[src/rtl/uart_tx_arbiter_if.sv]
// ---------------------------------------------------------------------------
// uart_tx_arbiter_if
//
// Requester-side bus of the shared UART transmitter arbiter. Requester r
// occupies bit r of the per-requester vectors and slice [r*W +: W] of the
// packed data/conf buses.
//
//   req_valid  requester -> arbiter   request pending, one bit per requester
//   req_data   requester -> arbiter   character, MAX_UART_DATA_W per requester
//   req_conf   requester -> arbiter   frame conf {data[1:0], stop[1:0], parity_en}
//   req_lock   requester -> arbiter   keep priority after own frame
//                                     (only with UART_TX_ARB_LOCK_EN defined)
//   req_ready  arbiter -> requester   one-hot accept strobe, combinational
//   req_done   arbiter -> requester   one-cycle pulse when the frame is sent
//
// Modports: master = requester side, slave = arbiter side.
// Optional macro: UART_TX_ARB_LOCK_EN adds req_lock.
// ---------------------------------------------------------------------------
interface uart_tx_arbiter_if #(
  parameter int NUM_REQ          = 4,
  parameter int MAX_UART_DATA_W  = 8,
  parameter int TOTAL_CONF_WIDTH = 5
);

  logic [NUM_REQ-1:0]                  req_valid;
  logic [NUM_REQ*MAX_UART_DATA_W-1:0]  req_data;
  logic [NUM_REQ*TOTAL_CONF_WIDTH-1:0] req_conf;
  logic [NUM_REQ-1:0]                  req_ready;
  logic [NUM_REQ-1:0]                  req_done;
`ifdef UART_TX_ARB_LOCK_EN
  logic [NUM_REQ-1:0]                  req_lock;
`endif

  modport master (
`ifdef UART_TX_ARB_LOCK_EN
    output req_lock,
`endif
    output req_valid, req_data, req_conf,
    input  req_ready, req_done
  );

  modport slave (
`ifdef UART_TX_ARB_LOCK_EN
    input  req_lock,
`endif
    input  req_valid, req_data, req_conf,
    output req_ready, req_done
  );

endinterface

[src/rtl/uart_tx_arbiter.sv]
// ---------------------------------------------------------------------------
// uart_tx_arbiter
//
// Round-robin arbiter and sequencer that shares one tx_module UART
// transmitter between NUM_REQ requesters. The winning request is captured,
// presented to tx_module with a held start strobe, tracked through
// tx_busy/tx_done, and completion is reported back to its owner.
//
// Ports:
//   clk_i       clock
//   rst_i       synchronous active-high reset
//   req_if      requester bus (uart_tx_arbiter_if.slave)
//   tx_start_o  start strobe to tx_module, held until tx_busy_i is seen
//   tx_data_o   captured character, stable until the next capture
//   tx_conf_o   captured frame conf, stable until the next capture
//   tx_busy_i   tx_module busy
//   tx_done_i   tx_module done (may stay high for up to one baud tick)
//   grant_id_o  current or last owner
//   arb_busy_o  high whenever the FSM is not IDLE
//
// Optional macro: UART_TX_ARB_LOCK_EN. When defined, a requester whose
// req_lock bit is set at frame completion keeps top priority.
//
// State      | Meaning
// -----------+---------------------------------------------------------------
// IDLE       | no frame owned; grant the rr_ptr-ordered winner if any valid
// START      | tx_start_o held high until tx_module reports busy
// WAIT_DONE  | frame on the line; wait for done with busy low, then report
// ---------------------------------------------------------------------------
module uart_tx_arbiter #(
  parameter int NUM_REQ          = 4,
  parameter int MAX_UART_DATA_W  = 8,
  parameter int TOTAL_CONF_WIDTH = 5
) (
  input  logic                         clk_i,
  input  logic                         rst_i,
  uart_tx_arbiter_if.slave             req_if,
  output logic                         tx_start_o,
  output logic [MAX_UART_DATA_W-1:0]   tx_data_o,
  output logic [TOTAL_CONF_WIDTH-1:0]  tx_conf_o,
  input  logic                         tx_busy_i,
  input  logic                         tx_done_i,
  output logic [$clog2(NUM_REQ)-1:0]   grant_id_o,
  output logic                         arb_busy_o
);

  localparam int ID_W = $clog2(NUM_REQ);

  typedef enum logic [1:0] {
    IDLE,
    START,
    WAIT_DONE
  } state_t;

  state_t                        state_q;
  logic [ID_W-1:0]               rr_ptr_q;
  logic [ID_W-1:0]               rr_ptr_d;
  logic [ID_W-1:0]               grant_id_q;
  logic                          tx_start_q;
  logic                          arb_busy_q;
  logic [MAX_UART_DATA_W-1:0]    tx_data_q;
  logic [TOTAL_CONF_WIDTH-1:0]   tx_conf_q;
  logic [NUM_REQ-1:0]            req_done_q;
  logic [NUM_REQ-1:0]            req_ready;
  logic                          win_found;
  logic [ID_W-1:0]               win_id;

  // Explicit modulo add so non-power-of-2 NUM_REQ wraps at NUM_REQ-1.
  function automatic logic [ID_W-1:0] ptr_add(input logic [ID_W-1:0] base,
                                               input int off);
    int sum;
    sum = int'(base) + off;
    if (sum >= NUM_REQ) sum = sum - NUM_REQ;
    return ID_W'(sum);
  endfunction

  // First valid requester at or above rr_ptr, with wrap-around.
  always_comb begin
    win_found = 1'b0;
    win_id    = '0;
    for (int i = 0; i < NUM_REQ; i++) begin
      if (!win_found && req_if.req_valid[ptr_add(rr_ptr_q, i)]) begin
        win_found = 1'b1;
        win_id    = ptr_add(rr_ptr_q, i);
      end
    end
  end

  // Pointer loaded on frame completion.
  always_comb begin
    if (grant_id_q == ID_W'(NUM_REQ - 1)) rr_ptr_d = '0;
    else                                  rr_ptr_d = grant_id_q + 1'b1;
`ifdef UART_TX_ARB_LOCK_EN
    if (req_if.req_lock[grant_id_q]) rr_ptr_d = grant_id_q;
`endif
  end

  // No grant while the done pulse of the previous frame is out, so the next
  // START always comes at least one cycle after req_done.
  always_comb begin
    req_ready = '0;
    if ((state_q == IDLE) && !rst_i && !(|req_done_q) && win_found)
      req_ready[win_id] = 1'b1;
  end

  always_ff @(posedge clk_i) begin
    if (rst_i) begin
      state_q    <= IDLE;
      rr_ptr_q   <= '0;
      grant_id_q <= '0;
      tx_start_q <= 1'b0;
      arb_busy_q <= 1'b0;
      tx_data_q  <= '0;
      tx_conf_q  <= '0;
      req_done_q <= '0;
    end else begin
      req_done_q <= '0;
      case (state_q)
        IDLE: begin
          if (|req_ready) begin
            tx_data_q  <= req_if.req_data[int'(win_id)*MAX_UART_DATA_W +: MAX_UART_DATA_W];
            tx_conf_q  <= req_if.req_conf[int'(win_id)*TOTAL_CONF_WIDTH +: TOTAL_CONF_WIDTH];
            grant_id_q <= win_id;
            tx_start_q <= 1'b1;
            arb_busy_q <= 1'b1;
            state_q    <= START;
          end
        end
        START: begin
          // tx_module samples start only on baud ticks; a stale tx_done from
          // the previous frame is deliberately not looked at here.
          if (tx_busy_i) begin
            tx_start_q <= 1'b0;
            state_q    <= WAIT_DONE;
          end
        end
        WAIT_DONE: begin
          if (tx_done_i && !tx_busy_i) begin
            req_done_q[grant_id_q] <= 1'b1;
            rr_ptr_q               <= rr_ptr_d;
            arb_busy_q             <= 1'b0;
            state_q                <= IDLE;
          end
        end
        default: begin
          tx_start_q <= 1'b0;
          arb_busy_q <= 1'b0;
          state_q    <= IDLE;
        end
      endcase
    end
  end

  assign req_if.req_ready = req_ready;
  assign req_if.req_done  = req_done_q;
  assign tx_start_o       = tx_start_q;
  assign tx_data_o        = tx_data_q;
  assign tx_conf_o        = tx_conf_q;
  assign grant_id_o       = grant_id_q;
  assign arb_busy_o       = arb_busy_q;

endmodule

[src/flat_wrapper.sv]
// flat-port wrapper written by rule: the top's interface ports become plain ports
module uart_tx_arbiter_flat 
#(
  parameter int NUM_REQ          = 4,
  parameter int MAX_UART_DATA_W  = 8,
  parameter int TOTAL_CONF_WIDTH = 5
)
  (clk_i, rst_i, tx_start_o, tx_data_o, tx_conf_o, tx_busy_i, tx_done_i, grant_id_o, arb_busy_o, req_if_req_valid, req_if_req_data, req_if_req_conf, req_if_req_ready, req_if_req_done);
  uart_tx_arbiter_if #(.NUM_REQ(NUM_REQ), .MAX_UART_DATA_W(MAX_UART_DATA_W), .TOTAL_CONF_WIDTH(TOTAL_CONF_WIDTH)) req_if_i ();
  input  logic clk_i;
  input  logic rst_i;
  output logic tx_start_o;
  output logic [MAX_UART_DATA_W-1:0] tx_data_o;
  output logic [TOTAL_CONF_WIDTH-1:0] tx_conf_o;
  input  logic tx_busy_i;
  input  logic tx_done_i;
  output logic [$clog2(NUM_REQ)-1:0] grant_id_o;
  output logic arb_busy_o;
  input wire logic [$bits(req_if_i.req_valid)-1:0] req_if_req_valid;
  input wire logic [$bits(req_if_i.req_data)-1:0] req_if_req_data;
  input wire logic [$bits(req_if_i.req_conf)-1:0] req_if_req_conf;
  output wire logic [$bits(req_if_i.req_ready)-1:0] req_if_req_ready;
  output wire logic [$bits(req_if_i.req_done)-1:0] req_if_req_done;
  assign req_if_i.req_valid = req_if_req_valid;
  assign req_if_i.req_data = req_if_req_data;
  assign req_if_i.req_conf = req_if_req_conf;
  assign req_if_req_ready = req_if_i.req_ready;
  assign req_if_req_done = req_if_i.req_done;
  uart_tx_arbiter #(.NUM_REQ(NUM_REQ), .MAX_UART_DATA_W(MAX_UART_DATA_W), .TOTAL_CONF_WIDTH(TOTAL_CONF_WIDTH)) u_core (.clk_i(clk_i), .rst_i(rst_i), .req_if(req_if_i), .tx_start_o(tx_start_o), .tx_data_o(tx_data_o), .tx_conf_o(tx_conf_o), .tx_busy_i(tx_busy_i), .tx_done_i(tx_done_i), .grant_id_o(grant_id_o), .arb_busy_o(arb_busy_o));
endmodule
[config.mk]
export PLATFORM = sky130hd
export DESIGN_NAME = uart_tx_arbiter_flat
export DESIGN_NICKNAME = d
export VERILOG_FILES = /design/src/rtl/uart_tx_arbiter_if.sv /design/src/rtl/uart_tx_arbiter.sv /design/src/flat_wrapper.sv
export SDC_FILE = /design/constraint.sdc
export NUM_CORES = 1
export LEC_CHECK = 0
export BUFFER_PORTS_ARGS = -buffer_cell sky130_fd_sc_hd__buf_2
export CORE_AREA = 2 2 53 74
export CTS_CLUSTER_DIAMETER = 150
export CTS_CLUSTER_SIZE = 12
export DETAILED_ROUTE_END_ITERATION = 8
export DIE_AREA = 0 0 55 76
export PLACE_DENSITY_LB_ADDON = 0.15
export SETUP_SLACK_MARGIN = 0.4
export SLEW_MARGIN = 25
export SYNTH_ARGS = -nofsm -noshare
export SYNTH_HDL_FRONTEND = slang
export SYNTH_SLANG_ARGS = --single-unit
[constraint.sdc]
create_clock -name clk_i -period 2.15 [get_ports clk_i]
set_input_delay 0.43 -clock clk_i [delete_from_list [all_inputs] [get_ports clk_i]]
set_output_delay 0.43 -clock clk_i [all_outputs]
set_load 0.03 [all_outputs]
==> reports/results.tsv, run 1 <==
stage	metric	value	unit
run_status	status	finished with violations	
run_status	violated checks	setup timing	
yosys	async set-reset flop share out of synthesis	0	%
floorplanning	Initial Utilization	40.8	%
global_routing	initial antenna violation count	0	
clocking	worst skew pair latency	0.27	ns
global_routing	gr ovfl total	0	
clocking	Longest Clk Path Bufs	2	
setup_path	CP Capture Type	output pin	
setup_path	Worst setup SP type	flop	
setup_path	WS Path Type	flop to output pin	
power	Max IR drop VDD	0.352	mV
clocking	TritonCTS clock tree	yes	
setup_path	maximum fanout along the worst path	6	
floorplanning	die span in y	76	um
power	Lkg Pwr	1.09	nW
floorplanning	I/O pins	85	
timing	period utilisation layout	109	%
yosys	post-synth net total	211	
detailed_routing	via count	1492	
clocking	clk sinks	25	
clocking	CTS clk-pin slew, worst paths	0.08	ns
floorplanning	Die ar.	4180	um^2
detailed_routing	Pre-Repair DR Iteration Count	4	
yosys	sequential-to-total area share from yosys stat	34.2	%
floorplanning	Core ar.	3580	um^2
yosys	syn_area_per_cell	9.94	um^2
setup_path	critical path arrival	1.92	ns
placement	pre-CTS WS	-0.226	ns
timing	Final WS setup	-0.198	ns
power	Power Total	0.00129	W
yosys	Post-synth EDFFs	0	
timing	Final min period	2.35	ns
cells_and_area	layout cell share with drive strength beyond 1	61.4	%
global_routing	pin count of the biggest net entering global routing	29	
detailed_routing	First DRT Iteration DRCs	11	
detailed_routing	DR vias/cell	5.18	
floorplanning	row cnt	26	
min_path	min-delay worst type	input port to flop	
timing	FMAX	426	MHz
clocking	Num CTS Buffers	3	
yosys	cells after synthesis	147	
yosys	Post-synth top cells	mux2_2 (26), dfxtp_1 (25), a221o_1 (13), and3b_1 (13), a21oi_1 (9)	
power	Pwr per Cell Area	569	nW/um^2
placement	DP HPWL	3.18	mm
yosys	Synth area leaders	dfxtp_1 (34%), mux2_2 (20%), a221o_1 (8.9%), and3b_1 (7.8%), ha_1 (3.4%)	
timing	Setup Viol. Count Final	6	
detailed_routing	WL/cell	13.8	um
yosys	Synth warnings	0	
yosys	Cell Area, Synth	1460	um^2
global_routing	total track usage	19.5	%
placement	Buffers on Ports	84	
cells_and_area	Layout area overhead	54.9	%
clocking	CTS root buffer	clkbuf_8	
global_routing	vias in the first global route	1404	
clocking	H-Tree Depth	1	
run	MaxCap Viol Count	0	
timing	Final Hold Viols	0	
setup_path	Worst EP required	1.72	ns
detailed_routing	Final ANT Viol Nets	0	
floorplanning	Die W	55	um
placement	GP Congestion	0.769	
cells_and_area	# diodes	0	
yosys	Synth top area share	34.2	%
yosys	Synth cell types	30	
timing	Worst slew margin	50.4	%
clocking	Post-CTS Hold Fix Bufs	0	
yosys	number of synthesized register bits	25	
global_routing	first-pass GRT wire length	6.06	mm
timing	RSZ-0062 raised after global routing	yes	
timing	Slew Limit Fails	0	
detailed_routing	post-route DRC violation count	0	
cells_and_area	Nets	311	
detailed_routing	WL final	3.98	mm
yosys	ys flop type	dfxtp_1	
yosys	top cell type by total area after synthesis	dfxtp_1	
timing	Slew @ Worst Pin	0.741	ns
timing	Layout Skew	0.00382	ns
yosys	most common cell in the synthesized netlist	mux2_2	
==> worst max-delay path, cell delays in order (launching register included) <==
cell and delay, ns:
dfxtp_2 0.33, or4_4 0.54, nor4_4 0.20, o41ai_4 0.22
nor4_4 0.20, buf_6 0.17
==> layout by cell type (no fill, tap or decap), drive strengths merged, types with 2 or more instances in the layout <==
cell	instances
a21oi	9
and3b	13
mux2	26
ha	4
buf	104
nand2	8
nor4	3
clkbuf	4
a221o	13
nor2	8
o22ai	2
and2	4
dfxtp	25
inv	4
nor3	4
mux2i	2
o21ai	4
==> metal layers <==
metal	up-vias	share of wire [%]	GRT usage, %
met5	-	0	0
met4	0	3.7	10.5
met3	8	6.3	1.96
met2	57	55	36.5
met1	674	35	19.2
li1	753	-	-
==> registers in the layout (all words and copies together) (netlist names) <==
name / count
u_core.tx_data_o: 8
u_core.tx_conf_o: 5
u_core.req_if.req_done: 4
u_core.grant_id_o: 2
u_core.rr_ptr_q: 2
u_core.state_q: 2
u_core.arb_busy_o: 1
u_core.tx_start_o: 1
==> through the flow <==
step	hold slack, ns	utilization, %	std cells	setup TNS [ns]	area [um^2]
final	0.460	63.3	288	-0.683	2260
after floorplan	0.473	-	147	-0.356	1560
after global routing	0.468	63.3	288	-1.62	2260
after global placement	0.445	58.7	278	-2.83	2100
after CTS	0.456	61.4	285	-0.749	2200
after detailed placement	0.458	58.7	278	-3.45	2100
==> kinds of logic (layout without fill, tap and decap cells) <==
kind of cell | count (synthesis) | count (layout) | share of synthesized area, %
compound gates | 32 | 32 | 16.9
flops | 25 | 25 | 34.2
simple gates | 44 | 44 | 18.8
buf+inv | 14 | 113 | 5.22
fa+ha+maj | 4 | 4 | 3.42
mux | 28 | 28 | 21.4
==> power by group <==
group,internal (W),total [W],switching [W]
clock network,0.000131,0.000280,0.000149
logic,0.000233,0.000476,0.000243
registers,0.000508,0.000532,0.0000241
total,0.000872,0.00129,0.000415
==> what timing repair did <==
action                     in CTS  in global routing
gates cloned                    0                  1
pin swaps                       1                  6
gates resized for setup         8                  8
setup buffers                   3                  2
setup endpoints to repair      19                 22
==> worst paths after layout <==
path                                                startpoint                               end  slack [ns]  cells after the start
worst max-delay path            u_core.state_q[0]$_SDFFE_PP0P_               req_if_req_ready[3]       -0.20                      5
worst min-delay path                                 tx_busy_i    u_core.state_q[0]$_SDFFE_PP0P_        0.46                      4
worst min register to register  u_core.tx_start_o$_SDFFE_PP0P_    u_core.tx_start_o$_SDFFE_PP0P_        0.48                      2
worst max register to register  u_core.state_q[0]$_SDFFE_PP0P_  u_core.tx_conf_o[0]$_SDFFE_PP0P_       -0.01                      7
==> area by class of cell <==
class	count	area [um^2]
Clock buffer	3	41.3
Sequential cell	25	502
Timing Repair Buffer	105	661
Tap cell	42	52.6
Multi-Input combinational cell	108	985
Fill cell	354	1320
Clock inverter	1	7.51
Inverter	4	15.0
Power figures use the tool's default switching activity.
==> run 2, diff against run 1 <==
Settings changed: PLACE_DENSITY set to 0.85, PLACE_DENSITY_LB_ADDON 0.15 to unset, REMOVE_ABC_BUFFERS set to 1.
==> reports/results.tsv, run 2 (synthesis results as in run 1) <==
stage	metric	value	unit
clocking	worst skew pair latency	0.26	ns
cells_and_area	Finished Layout Cells	280	
placement	Buffers on Ports	84	
timing	Slew Limit Fails	0	
setup_path	Slowest Stage Delay on Critical Path	0.54	ns
timing	Worst slew margin	70.6	%
power	combinational power share	36.3	%
detailed_routing	WL final	4.02	mm
detailed_routing	wire length on met3	249	um
run	MaxCap Viol Count	0	
floorplanning	Core ar.	3580	um^2
detailed_routing	post-route DRC violation count	0	
cells_and_area	fill count	332	
power	Max IR drop VDD	0.380	mV
clocking	clk sinks	25	
detailed_routing	Pre-Repair DR Iteration Count	4	
placement	placed insts	270	
floorplanning	die span in y	76	um
setup_path	Worst path slowest cell	or4_4	
placement	DP HPWL	2.95	mm
floorplanning	Die W	55	um
setup_path	maximum fanout along the worst path	5	
clocking	Num CTS Buffers	3	
cells_and_area	Util after Layout	60.1	%
setup_path	CP Capture Type	output pin	
detailed_routing	DR vias/cell	5.21	
setup_path	Worst setup SP type	flop	
cells_and_area	layout cell share with drive strength beyond 1	58.4	%
setup_path	WS Path Type	flop to output pin	
power	Seq pwr share	42.3	%
setup_path	critical path arrival	1.88	ns
clocking	H-Tree Depth	1	
power	Cell Int Power	0.000857	W
detailed_routing	WL/cell	14.4	um
power	Lkg Pwr	1.04	nW
power	Sw Ratio	31.7	%
setup_path	crit-path cells	or4_4 > nor4_4 > o41ai_4 > nor3_1 > buf_4	
timing	Final WS setup	-0.158	ns
timing	period utilisation layout	107	%
detailed_routing	First DRT Iteration DRCs	15	
cells_and_area	Largest register FFs	8	
power	Pwr per Cell Area	583	nW/um^2
timing	Layout Skew	0.00510	ns
run_status	violated checks	setup timing	
timing	Slew @ Worst Pin	0.441	ns
global_routing	vias in the first global route	1457	
min_path	min-delay worst type	input port to flop	
power	Net Sw Power	0.000397	W
cells_and_area	# diodes	0	
clocking	CTS clk-pin slew, worst paths	0.08	ns
run_status	status	finished with violations	
timing	FMAX	433	MHz
detailed_routing	Highest Signal Layer	met4	
timing	Final Hold Viols	0	
cells_and_area	most common cell after layout, fill and taps aside	buf_2	
clocking	Post-CTS Hold Fix Bufs	0	
timing	RSZ-0062 raised after global routing	yes	
global_routing	first-pass GRT wire length	6.24	mm
power	clock share of power	21.4	%
clocking	Longest Clk Path Bufs	2	
clocking	TritonCTS clock tree	yes	
detailed_routing	via count	1459	
floorplanning	Initial Utilization	40.8	%
detailed_routing	Final ANT Viol Nets	0	
floorplanning	Die ar.	4180	um^2
cells_and_area	Nets	303	
global_routing	total track usage	19.5	%
global_routing	pin count of the biggest net entering global routing	28	
global_routing	gr ovfl total	0	
cells_and_area	Layout area overhead	47.2	%
detailed_routing	wire length on met2	2.22	mm
clocking	CTS root buffer	clkbuf_8	
detailed_routing	wl on met1	1.52	mm
setup_path	Worst EP required	1.72	ns
global_routing	initial antenna violation count	0	
cells_and_area	commonest cells after routing, fill and taps aside	buf_2 (80), mux2_2 (26), dfxtp_1 (23), and3b_1 (13), a221o_1 (13)	
timing	Final min period	2.31	ns
placement	GP Congestion	0.749	
timing	Setup Viol. Count Final	4	
floorplanning	row cnt	26	
floorplanning	I/O pins	85	
run 2: changes by cell type in the layout (fill, tap and decap cells not counted), moves of 2 or more:
cell	delta
a21oi_2	-2
buf_4	-6
buf_6	-2
nor3_1	+2
nor3_4	-2
nor4_2	+2
nor4_4	-2
run 2: area by class of cell:
class                           instances  area, um^2  share of cell area [%]
Sequential cell                        25         503                    23.4
Inverter                                4        15.0                   0.698
Tap cell                               42        52.6                    2.44
Timing Repair Buffer                   97         588                    27.3
Multi-Input combinational cell        108         947                    44.0
Clock buffer                            4        45.0                    2.09
run 2: timing repair:
action                                  4_1_cts  5_1_grt
gates cloned                                  1        0
resized for setup                            19        3
endpoints found under the setup margin       19       22
buffers inserted                              4        1
pin swaps                                     5        5
endpoints found under the hold margin         0        0
run 2: final timing paths:
| check | start | endpoint | slack, ns | cells after the start |
|---|---|---|---|---|
| worst max-delay path | u_core.state_q[0]$_SDFFE_PP0P_ | req_if_req_ready[2] | -0.16 | 5 |
| worst min-delay path | tx_busy_i | u_core.state_q[1]$_SDFFE_PP0P_ | 0.47 | 3 |
| worst max register to register | u_core.state_q[0]$_SDFFE_PP0P_ | u_core.tx_data_o[7]$_SDFFE_PP0P_ | 0.05 | 7 |
| worst min register to register | u_core.tx_start_o$_SDFFE_PP0P_ | u_core.tx_start_o$_SDFFE_PP0P_ | 0.47 | 2 |
run 2: power by group through the flow:
| stage | sequential (W) | clock (W) | combinational [W] |
|---|---|---|---|
| 2_1_floorplan | 0.000624 | 0 | 0.000160 |
| 3_3_place_gp | 0.000539 | 0 | 0.000402 |
| 3_5_place_dp | 0.000540 | 0 | 0.000414 |
| 4_1_cts | 0.000530 | 0.000278 | 0.000451 |
| 5_1_grt | 0.000537 | 0.000297 | 0.000490 |
| 6_report | 0.000530 | 0.000268 | 0.000456 |
run 2: per-stage QoR:
stage               setup TNS, ns  setup slack, ns  total power (W)  cell area, um^2  hold slack (ns)
finish                     -0.568           -0.158          0.00125             2150            0.468
global route                -1.02           -0.258          0.00132             2150            0.487
CTS                        -0.548           -0.160          0.00126             2120            0.458
detailed placement          -1.59           -0.170         0.000954             1980            0.449
global placement            -1.16           -0.153         0.000941             1980            0.440
floorplan                  -10.74           -0.645         0.000784             1400            0.457
run 2: per-layer routing:
metal / global-route usage [%] / vias to the layer above
li1: - / 733
met1: 20.3 / 664
met2: 38.1 / 58
met3: 1.76 / 4
met4: 5.12 / 0
met5: 0 / -
run 2: worst max-delay path, delay by kind of cell, from the launching register on:
| family | cells | cell delay (ns) |
|---|---|---|
| and+or+nand+nor | 3 | 0.93 |
| DFF | 1 | 0.33 |
| buffers and inverters | 1 | 0.19 |
| AOI/OAI and AO/OA | 1 | 0.17 |
==> run 3, diff against run 2 <==
Settings changed: PLACE_DENSITY 0.85 to unset, PLACE_DENSITY_LB_ADDON set to 0.12.
==> reports/results.tsv, run 3 (synthesis results as in run 1) <==
stage	metric	value	unit
run_status	status	finished with violations	
run_status	violated checks	setup timing	
min_path	hold depth	3	
clocking	TritonCTS clock tree	yes	
clocking	CTS clk-pin slew, worst paths	0.08	ns
global_routing	initial antenna violation count	0	
timing	Layout Skew	0.00523	ns
floorplanning	I/O pins	85	
detailed_routing	post-route DRC violation count	0	
cells_and_area	fin area	2320	um^2
clocking	H-Tree Depth	1	
global_routing	gr ovfl total	0	
min_path	min-delay worst type	input port to flop	
cells_and_area	Finished Layout Cells	287	
clocking	clk sinks	25	
detailed_routing	First DRT Iteration DRCs	31	
timing	Final WS setup	-0.226	ns
clocking	CTS root buffer	clkbuf_8	
cells_and_area	# diodes	0	
clocking	Longest Clk Path Bufs	2	
setup_path	Worst EP required	1.72	ns
placement	DP Area	1980	um^2
floorplanning	Core ar.	3580	um^2
timing	Slew @ Worst Pin	0.577	ns
detailed_routing	Pre-Repair DR Iteration Count	4	
cells_and_area	layout cell share with drive strength beyond 1	60.4	%
detailed_routing	via count	1524	
global_routing	total track usage	22.0	%
cells_and_area	Layout area overhead	58.5	%
cells_and_area	fill count	321	
power	Sw Ratio	31.8	%
floorplanning	Die W	55	um
global_routing	first-pass GRT wire length	6.89	mm
power	Pwr per Cell Area	566	nW/um^2
power	Net Sw Power	0.000417	W
cells_and_area	Largest register FFs	8	
floorplanning	row cnt	26	
setup_path	worst reg2reg path depth	10	
detailed_routing	Final ANT Viol Nets	0	
setup_path	Worst setup SP type	flop	
power	Lkg Pwr	1.12	nW
cells_and_area	FF/Latch Area	505	um^2
placement	GP Congestion	0.808	
placement	DP HPWL	3.13	mm
clocking	Post-CTS Hold Fix Bufs	0	
timing	Final Hold Viols	0	
clocking	Num CTS Buffers	3	
global_routing	vias in the first global route	1562	
placement	Buffers on Ports	84	
power	Cell Int Power	0.000895	W
cells_and_area	multi-input logic area	956	um^2
floorplanning	die span in y	76	um
power	combinational power share	38.2	%
timing	Worst slew margin	61.5	%
cells_and_area	most common cell after layout, fill and taps aside	buf_2	
timing	Setup Viol. Count Final	18	
placement	pre-CTS WS	-0.253	ns
power	Max IR drop VDD	0.359	mV
power	Seq pwr share	40.5	%
setup_path	maximum fanout along the worst path	6	
clocking	worst skew pair latency	0.27	ns
floorplanning	Die ar.	4180	um^2
detailed_routing	WL final	4.39	mm
placement	placed insts	270	
floorplanning	Initial Utilization	40.8	%
timing	Final min period	2.38	ns
timing	RSZ-0062 raised after global routing	yes	
timing	Slew Limit Fails	0	
timing	FMAX	421	MHz
run	MaxCap Viol Count	0	
setup_path	CP Capture Type	output pin	
setup_path	WS Path Type	flop to output pin	
cells_and_area	commonest cells after routing, fill and taps aside	buf_2 (80), mux2_2 (26), dfxtp_1 (23), and3b_1 (13), a221o_1 (13)	
detailed_routing	WL/cell	15.3	um
timing	Hold WS	0.464	ns
global_routing	pin count of the biggest net entering global routing	23	
power	clock share of power	21.4	%
setup_path	critical path arrival	1.95	ns
cells_and_area	Nets	310	
detailed_routing	DR vias/cell	5.31	
timing	period utilisation layout	111	%
[run 3: worst paths after layout]
path / startpoint / endpoint / slack [ns]
min: tx_busy_i / u_core.state_q[1]$_SDFFE_PP0P_ / 0.46
max reg2reg: u_core.state_q[0]$_SDFFE_PP0P_ / u_core.tx_data_o[7]$_SDFFE_PP0P_ / -0.08
min reg2reg: u_core.arb_busy_o$_SDFFE_PP0P_ / u_core.arb_busy_o$_SDFFE_PP0P_ / 0.47
max: u_core.state_q[0]$_SDFFE_PP0P_ / req_if_req_ready[0] / -0.23
[run 3: metal layers]
metal  GRT usage (%)  part of all wire [%]  vias to the layer above
li1                -                     -                      749
met1            21.7                    37                      715
met2            42.9                    56                       53
met3            3.33                   5.4                        7
met4            6.83                   1.3                        0
met5               0                     0                        -
[run 3: power by group through the flow]
stage / combinational, W / sequential [W] / clock [W]
global placement: 0.000402 / 0.000541 / 0
CTS: 0.000497 / 0.000531 / 0.000294
global route: 0.000534 / 0.000537 / 0.000318
floorplan: 0.000160 / 0.000624 / 0
finish: 0.000501 / 0.000531 / 0.000280
detailed placement: 0.000413 / 0.000542 / 0
[run 3: cell type report]
| cell class | count | area share (%) |
|---|---|---|
| Multi-Input combinational cell | 108 | 41.3 |
| Timing Repair Buffer | 104 | 32.0 |
| Sequential cell | 25 | 21.8 |
| Tap cell | 42 | 2.27 |
| Clock buffer | 4 | 1.94 |
| Inverter | 4 | 0.648 |
[run 3: what timing repair did]
item	in CTS	in global routing
endpoints found under the setup margin	22	22
buffers inserted	8	1
resized for setup	26	3
gates cloned	4	0
pin swaps	6	14
[run 3: critical path, stage by stage (launching register included)]
cell and delay (ns):
dfxtp_2 0.34, or4_4 0.54, nor4_4 0.21, o41ai_4 0.19, nor3_1 0.21, buf_4 0.19
[run 3: through the flow]
step / setup TNS (ns) / total power [W] / utilization [%]
2_1_floorplan: -10.74 / 0.000784 / -
3_3_place_gp: -1.13 / 0.000943 / 55.2
3_5_place_dp: -2.72 / 0.000955 / 55.2
4_1_cts: -0.893 / 0.00132 / 64.1
5_1_grt: -2.89 / 0.00139 / 64.7
6_report: -1.78 / 0.00131 / 64.7
